## src/rtl/strobe_record_gen_pkg.sv

```systemverilog
// Shared record field offsets, FSM state encoding and record packing helper
// for the strobe timestamping front end.
package strobe_record_gen_pkg;

    localparam int NUM_CH         = 4;
    localparam int REC_W          = 47;
    localparam int REC_WRAP_BIT   = 46;
    localparam int REC_STROBE_LSB = 42;
    localparam int REC_DELTA_LSB  = 38;
    localparam int REC_TS_LSB     = 0;
    localparam int REC_TS_W       = 38;

    typedef enum logic [1:0] {
        ST_IDLE  = 2'd0,
        ST_RUN   = 2'd1,
        ST_FLUSH = 2'd2
    } state_t;

    function automatic logic [REC_W-1:0] make_record(
        input logic                wrap,
        input logic [NUM_CH-1:0]   chs,
        input logic [NUM_CH-1:0]   delta,
        input logic [REC_TS_W-1:0] ts
    );
        logic [REC_W-1:0] r;
        r = '0;
        r[REC_WRAP_BIT]               = wrap;
        r[REC_STROBE_LSB +: NUM_CH]   = chs;
        r[REC_DELTA_LSB +: NUM_CH]    = delta;
        r[REC_TS_LSB +: REC_TS_W]     = ts;
        return r;
    endfunction

endpackage

```

## src/rtl/strobe_record_gen_edge_sync.sv

```systemverilog
// One strobe channel: input synchroniser, rising-edge detect and, when
// STROBE_DEADTIME_EN is defined, a per-channel holdoff counter.
module strobe_edge_sync #(
    parameter int SYNC_STAGES = 2,
    parameter int DEADTIME    = 8
) (
    input  logic clk,
    input  logic rst,
    input  logic strobe_in,
    input  logic ch_enable,
    input  logic clr,
    output logic edge_o
);

    logic [SYNC_STAGES-1:0] sync_q, sync_d;
    logic                   prev_q, prev_d;
    logic                   raw_edge;

    always_comb begin
        sync_d   = {sync_q[SYNC_STAGES-2:0], strobe_in};
        prev_d   = sync_q[SYNC_STAGES-1];
        raw_edge = sync_q[SYNC_STAGES-1] & ~prev_q & ch_enable;
    end

    always_ff @(posedge clk or posedge rst) begin
        if (rst) begin
            sync_q <= '0;
            prev_q <= 1'b0;
        end else begin
            sync_q <= sync_d;
            prev_q <= prev_d;
        end
    end

`ifdef STROBE_DEADTIME_EN
    localparam int DT_W = $clog2(DEADTIME + 1);

    logic [DT_W-1:0] dt_q, dt_d;

    // Start clears the holdoff even if an edge arrives in the same cycle.
    always_comb begin
        edge_o = raw_edge & (dt_q == '0);
        if (clr)
            dt_d = '0;
        else if (edge_o)
            dt_d = DT_W'(DEADTIME);
        else if (dt_q != '0)
            dt_d = dt_q - DT_W'(1);
        else
            dt_d = dt_q;
    end

    always_ff @(posedge clk or posedge rst) begin
        if (rst)
            dt_q <= '0;
        else
            dt_q <= dt_d;
    end
`else
    logic unused_cfg;

    assign unused_cfg = clr | (DEADTIME > 0);
    assign edge_o     = raw_edge;
`endif

endmodule

```

## src/rtl/strobe_record_gen.sv

```systemverilog
// Timestamps strobe edges against a free-running timer and emits 47-bit records,
// plus wrap markers. Optional holdoff per channel via STROBE_DEADTIME_EN.
module strobe_record_gen
    import strobe_record_gen_pkg::*;
#(
    parameter int TS_WIDTH    = 38,
    parameter int SYNC_STAGES = 2,
    parameter int DEADTIME    = 8
) (
    input  logic              clk,
    input  logic              reset,
    input  logic [NUM_CH-1:0] strobe_in,
    input  logic [NUM_CH-1:0] delta_in,
    input  logic [NUM_CH-1:0] ch_enable,
    input  logic              acq_start,
    input  logic              acq_stop,
    output logic              running,
    output logic              record_rdy,
    output logic [REC_W-1:0]  record
);

    state_t                state_q, state_d;
    logic [TS_WIDTH-1:0]   timer_q, timer_d;
    logic                  pending_wrap_q, pending_wrap_d;
    logic                  record_rdy_q, record_rdy_d;
    logic [REC_W-1:0]      record_q, record_d;

    logic [NUM_CH-1:0]     edge_vec;
    logic [REC_TS_W-1:0]   ts_ext;
    logic                  timer_max;
    logic [REC_W-1:0]      marker_rec;

    for (genvar i = 0; i < NUM_CH; i++) begin : g_ch
        strobe_edge_sync #(
            .SYNC_STAGES (SYNC_STAGES),
            .DEADTIME    (DEADTIME)
        ) u_sync (
            .clk       (clk),
            .rst       (reset),
            .strobe_in (strobe_in[i]),
            .ch_enable (ch_enable[i]),
            .clr       (acq_start),
            .edge_o    (edge_vec[i])
        );
    end

    always_comb begin
        ts_ext               = '0;
        ts_ext[TS_WIDTH-1:0] = timer_q;
        timer_max            = &timer_q;
        marker_rec           = make_record(1'b1, '0, delta_in, '0);
    end

    always_comb begin
        state_d        = state_q;
        timer_d        = timer_q;
        pending_wrap_d = pending_wrap_q;
        record_rdy_d   = 1'b0;
        record_d       = record_q;
        case (state_q)
            ST_IDLE: begin
                if (acq_start && !acq_stop) begin
                    state_d        = ST_RUN;
                    timer_d        = '0;
                    pending_wrap_d = 1'b0;
                end
            end
            ST_RUN: begin
                timer_d = timer_q + TS_WIDTH'(1);
                // Edges always take the slot; the marker waits, and in the stop cycle it goes to FLUSH.
                if (|edge_vec) begin
                    record_rdy_d = 1'b1;
                    record_d     = make_record(1'b0, edge_vec, delta_in, ts_ext);
                end else if (pending_wrap_q && !acq_stop) begin
                    record_rdy_d   = 1'b1;
                    record_d       = marker_rec;
                    pending_wrap_d = 1'b0;
                end
                if (timer_max)
                    pending_wrap_d = 1'b1;
                if (acq_stop) begin
                    state_d = (pending_wrap_q || timer_max) ? ST_FLUSH : ST_IDLE;
                end else if (acq_start) begin
                    timer_d        = '0;
                    pending_wrap_d = 1'b0;
                end
            end
            ST_FLUSH: begin
                record_rdy_d   = 1'b1;
                record_d       = marker_rec;
                pending_wrap_d = 1'b0;
                state_d        = ST_IDLE;
            end
            default: state_d = ST_IDLE;
        endcase
    end

    always_ff @(posedge clk or posedge reset) begin
        if (reset) begin
            state_q        <= ST_IDLE;
            timer_q        <= '0;
            pending_wrap_q <= 1'b0;
            record_rdy_q   <= 1'b0;
            record_q       <= '0;
        end else begin
            state_q        <= state_d;
            timer_q        <= timer_d;
            pending_wrap_q <= pending_wrap_d;
            record_rdy_q   <= record_rdy_d;
            record_q       <= record_d;
        end
    end

    assign running    = (state_q == ST_RUN);
    assign record_rdy = record_rdy_q;
    assign record     = record_q;

endmodule

```

## config.mk

```make
export PLATFORM = sky130hd
export DESIGN_NAME = strobe_record_gen
export DESIGN_NICKNAME = d
export VERILOG_FILES = /design/src/rtl/strobe_record_gen_pkg.sv /design/src/rtl/strobe_record_gen_edge_sync.sv /design/src/rtl/strobe_record_gen.sv
export SDC_FILE = /design/constraint.sdc
export NUM_CORES = 1
export LEC_CHECK = 0
export CELL_PAD_IN_SITES_DETAIL_PLACEMENT = 1
export CELL_PAD_IN_SITES_GLOBAL_PLACEMENT = 2
export CORE_UTILIZATION = 37
export CTS_BUF_LIST = sky130_fd_sc_hd__clkbuf_4
export CTS_CLUSTER_DIAMETER = 30
export CTS_CLUSTER_SIZE = 28
export DETAILED_ROUTE_END_ITERATION = 12
export GPL_ROUTABILITY_DRIVEN = 0
export PLACE_DENSITY = 0.83
export RECOVER_POWER = 25
export SLEW_MARGIN = 15
export SYNTH_ARGS = -nofsm -noshare
export SYNTH_HDL_FRONTEND = slang
export SYNTH_SLANG_ARGS = --single-unit
```

## constraint.sdc

```tcl
create_clock -name clk -period 3.5 [get_ports clk]
set_input_delay 0.525 -clock clk [delete_from_list [all_inputs] [get_ports clk]]
set_output_delay 0.525 -clock clk [all_outputs]
set_load 0.05 [all_outputs]
```

==> summary.md <==
| Metric | Value |
|---|---|
| Final net count | `about 480` |
| Final worst slack | `0.809 ns` |
| R2r setup slk | `between 1 and 1.5 ns` |
| Post-synth top area cell | `dfrtp_1` |
| Clock Tree Buf Depth | `2` |
| Final Hold Fails | `0` |
| Largest net degree at the start of global routing | `between 50 and 60` |
| R2r endpoint | `timer_q[27]` |
| CP peak stage delay | `0.87 ns` |
| Seq/Total Area, Yosys | `0.569` |
| # IOs | `65` |
| Number of max-cap violations | `1` |
| Max-slew headroom | `-0.462` |
| Status | `finished, violations left` |
| Skew final | `roughly 0.027 ns` |
| Clock sink count | `slightly above 100` |
| Post-cts sizing count | `0` |
| Layout overhead on the synthesized area | `22.1%` |
| Max VDD drop | `approximately 0.00042 V` |
| CTS tree | `done` |
| Final Critical Period | `around 2.7 ns` |
| Share of layout cells above drive strength 1 | `0.0944` |
| Async set-reset flop share out of synthesis | `1.00` |
| WL final | `11200 µm` |
| Post-Syn Area | `approximately 0.0044 mm²` |
| Leak pwr | `about 2.3 nW` |
| Setup violations, final | `0` |
| Final hold slack | `around 0.36 ns` |
| RSZ-0062 raised after global routing | `false` |
| Syn Area/Cell | `approximately 11 µm²` |
| Synth top cells by count | `dfrtp_1 (101), a22o_1 (39), nand2_1 (39), o21ai_0 (39), clkbuf_1 (17)` |
| Post-CTS Setup Bufs | `0` |
| Post-route ant nets | `0` |
| GRT Total Usage | `0.197` |
| Critical path class | `reg2out` |
| First-pass detailed-route iteration total | `9` |
| Hpwl dp | `roughly 7600 µm` |
| H-tree levels | `3` |
| DP Worst Slack | `0.778 ns` |
| Failing checks | `DRC, capacitance limit, slew limit` |
| Global-route wire length before repair | `roughly 19000 µm` |
| Initial Util | `0.384` |
| Required @ worst endpoint | `2.97 ns` |
| Slew of the pin with the lowest slew margin | `about 2.2 ns` |
| Share of the synthesized area in the top cell type | `0.569` |
| Power per cell area | `about 540 mW/mm²` |
| Hold Path Class | `reg2reg` |
| Remaining Overflow, GRT | `0` |
| Cts bufs inserted | `9` |
| Final Instance Area | `around 0.0054 mm²` |
| Cells on worst reg2reg path | `6` |
| Initial antenna violation count | `0` |
| Synth top area cells | `dfrtp_1 (57%), a22o_1 (7.7%), o21ai_0 (4.4%)` |
| Core area | `approximately 0.012 mm²` |
| Yosys reg bits | `about 100` |
| Setup_tns | `0 ns` |
| Starting DRT DRC Count | `162` |
| Part of the cycle the worst path needs | `0.769` |
| Crit path cell chain | `inv_1 > ha_1 > clkdlybuf4s50_1` |
| Hold Crit Start | `g_ch[1].u_sync.sync_q[0]` |
| IO buf count | `64` |
| CP bufs+invs | `2` |
| WP data arrival | `between 2 and 2.5 ns` |
| Vias | `roughly 3500` |
| Count of flip-flops with a built-in enable after synthesis | `0` |
| CTS root buffer | `clkbuf_4` |
| Max Freq | `0.372 GHz` |
| Wire length per cell | `roughly 18 µm` |
| Slowest library cell on the worst path | `clkdlybuf4s50_1` |
| Overall power | `just under 3 mW` |
| CP Launch Type | `flip-flop` |
| CP top delay family | `buffers and inverters` |
| DIE AREA | `0.0124 mm²` |
| Synth warnings | `0` |
| Diode count | `0` |
| Critical R2R Launch | `state_q[0]` |
| Cell Rows | `39` |
| Via density | `around 5.7` |
| Most common cell in the netlist | `dfrtp_1` |
| Die Wd | `about 110 µm` |
| Hold Path End | `g_ch[1].u_sync.sync_q[1]` |
| Residual DRC | `4` |
| Crit end category | `primary output` |
| Clk_lat worst skew | `0.49 ns` |
| Distinct cells, synth | `between 40 and 50` |
| Hold path depth | `0` |
| DIE HEIGHT | `approximately 110 µm` |
| Hold_buf cts | `0` |
| Cells after synthesis | `between 300 and 400` |
| CP max FO | `6` |
| Clock transition at path regs | `around 0.16 ns` |
| Number of global-route vias before repair | `3788` |
| Max Slew Vio Count | `57` |
| Mapped Nets | `between 400 and 500` |
| Area of placed instances | `around 0.0053 mm²` |
| Ys flop type | `dfrtp_1` |
metal layers:
| metal | track usage | wire, µm | up-vias | share of wire |
|---|---|---|---|---|
| met5 | 0 | 0 | - | 0 |
| met4 | 0.0667 | 189 | 0 | 0.017 |
| met3 | 0.0512 | 327 | 16 | 0.029 |
| li1 | - | - | 1632 | - |
| met1 | 0.240 | 4980 | 1790 | 0.45 |
| met2 | 0.340 | 5670 | 56 | 0.51 |
area by class of cell:
cell class / instances / area (µm²)
clock buffers: 13 / 97.6
clock inverters: 2 / 35.0
fillers: 1250 / 6140
inverters: 13 / 48.8
multi-input cells: 262 / 1780
flip-flops and latches: 101 / 2530
well taps: 143 / 179
repair buffers: 75 / 748
layout by cell type (no fill, tap or decap), types with 2 or more instances in the layout:
master,instances
a21oi_1,10
a22o_1,39
a31oi_1,10
a41oi_1,2
and3_1,4
buf_12,2
buf_4,9
clkbuf_4,13
clkdlybuf4s50_1,59
dfrtp_1,101
dlygate4sd3_1,5
ha_1,4
inv_1,13
mux2_2,4
nand2_1,39
nand2b_1,2
nand3_1,14
nand3b_1,4
nand4_1,12
nand4_2,3
nand4_4,2
nor2_1,7
nor2b_1,3
nor3_1,3
nor4_4,2
o211ai_1,13
o21ai_0,39
o22ai_1,3
o311ai_0,3
o31ai_1,8
o41ai_1,4
or2_2,2
or3_1,3
or4_1,6
cells by family (layout without fill, tap and decap cells):
| family | Yosys count | count (layout) | share of synthesized area |
|---|---|---|---|
| fa+ha+maj | 4 | 4 | 0.0113 |
| compound gates | 140 | 140 | 0.220 |
| buf+inv | 35 | 103 | 0.0332 |
| simple gates | 113 | 113 | 0.154 |
| flops | 101 | 101 | 0.569 |
| mux | 5 | 5 | 0.0124 |
per-stage QoR:
| stage | instances | util |
|---|---|---|
| after floorplan | 398 | - |
| after global placement | 594 | 0.457 |
| after detailed placement | 594 | 0.457 |
| after CTS | 609 | 0.469 |
| after global routing | 609 | 0.469 |
| final | 609 | 0.469 |
where the power goes:
group	switching (mW)	leakage, nW	internal (mW)
Combinational	0.691	0.903	0.314
Sequential	0.0638	1.37	1.26
Clock	0.371	0.0779	0.246
how the worst max path moves through the flow:
| stage | start | endpoint | slack [ns] | depth (start not counted) |
|---|---|---|---|---|
| floorplan | reset | g_ch[0].u_sync.prev_q | 0.33 | 1 |
| global placement | acq_stop | timer_q[26] | 0.83 | 6 |
| detailed placement | ch_enable[0] | record[23] | 0.78 | 6 |
| CTS | state_q[1] | running | 0.76 | 3 |
| global route | reset | timer_q[24] | 0.58 | 2 |
| finish | state_q[1] | running | 0.81 | 3 |
registers in the layout (all words and copies together) (netlist names):
register	count
record	47
record_rdy	1
pending_wrap_q	1
state_q	2
timer_q	38
g_ch.u_sync.sync_q	8
g_ch.u_sync.prev_q	4
Power figures use the tool's default switching activity.
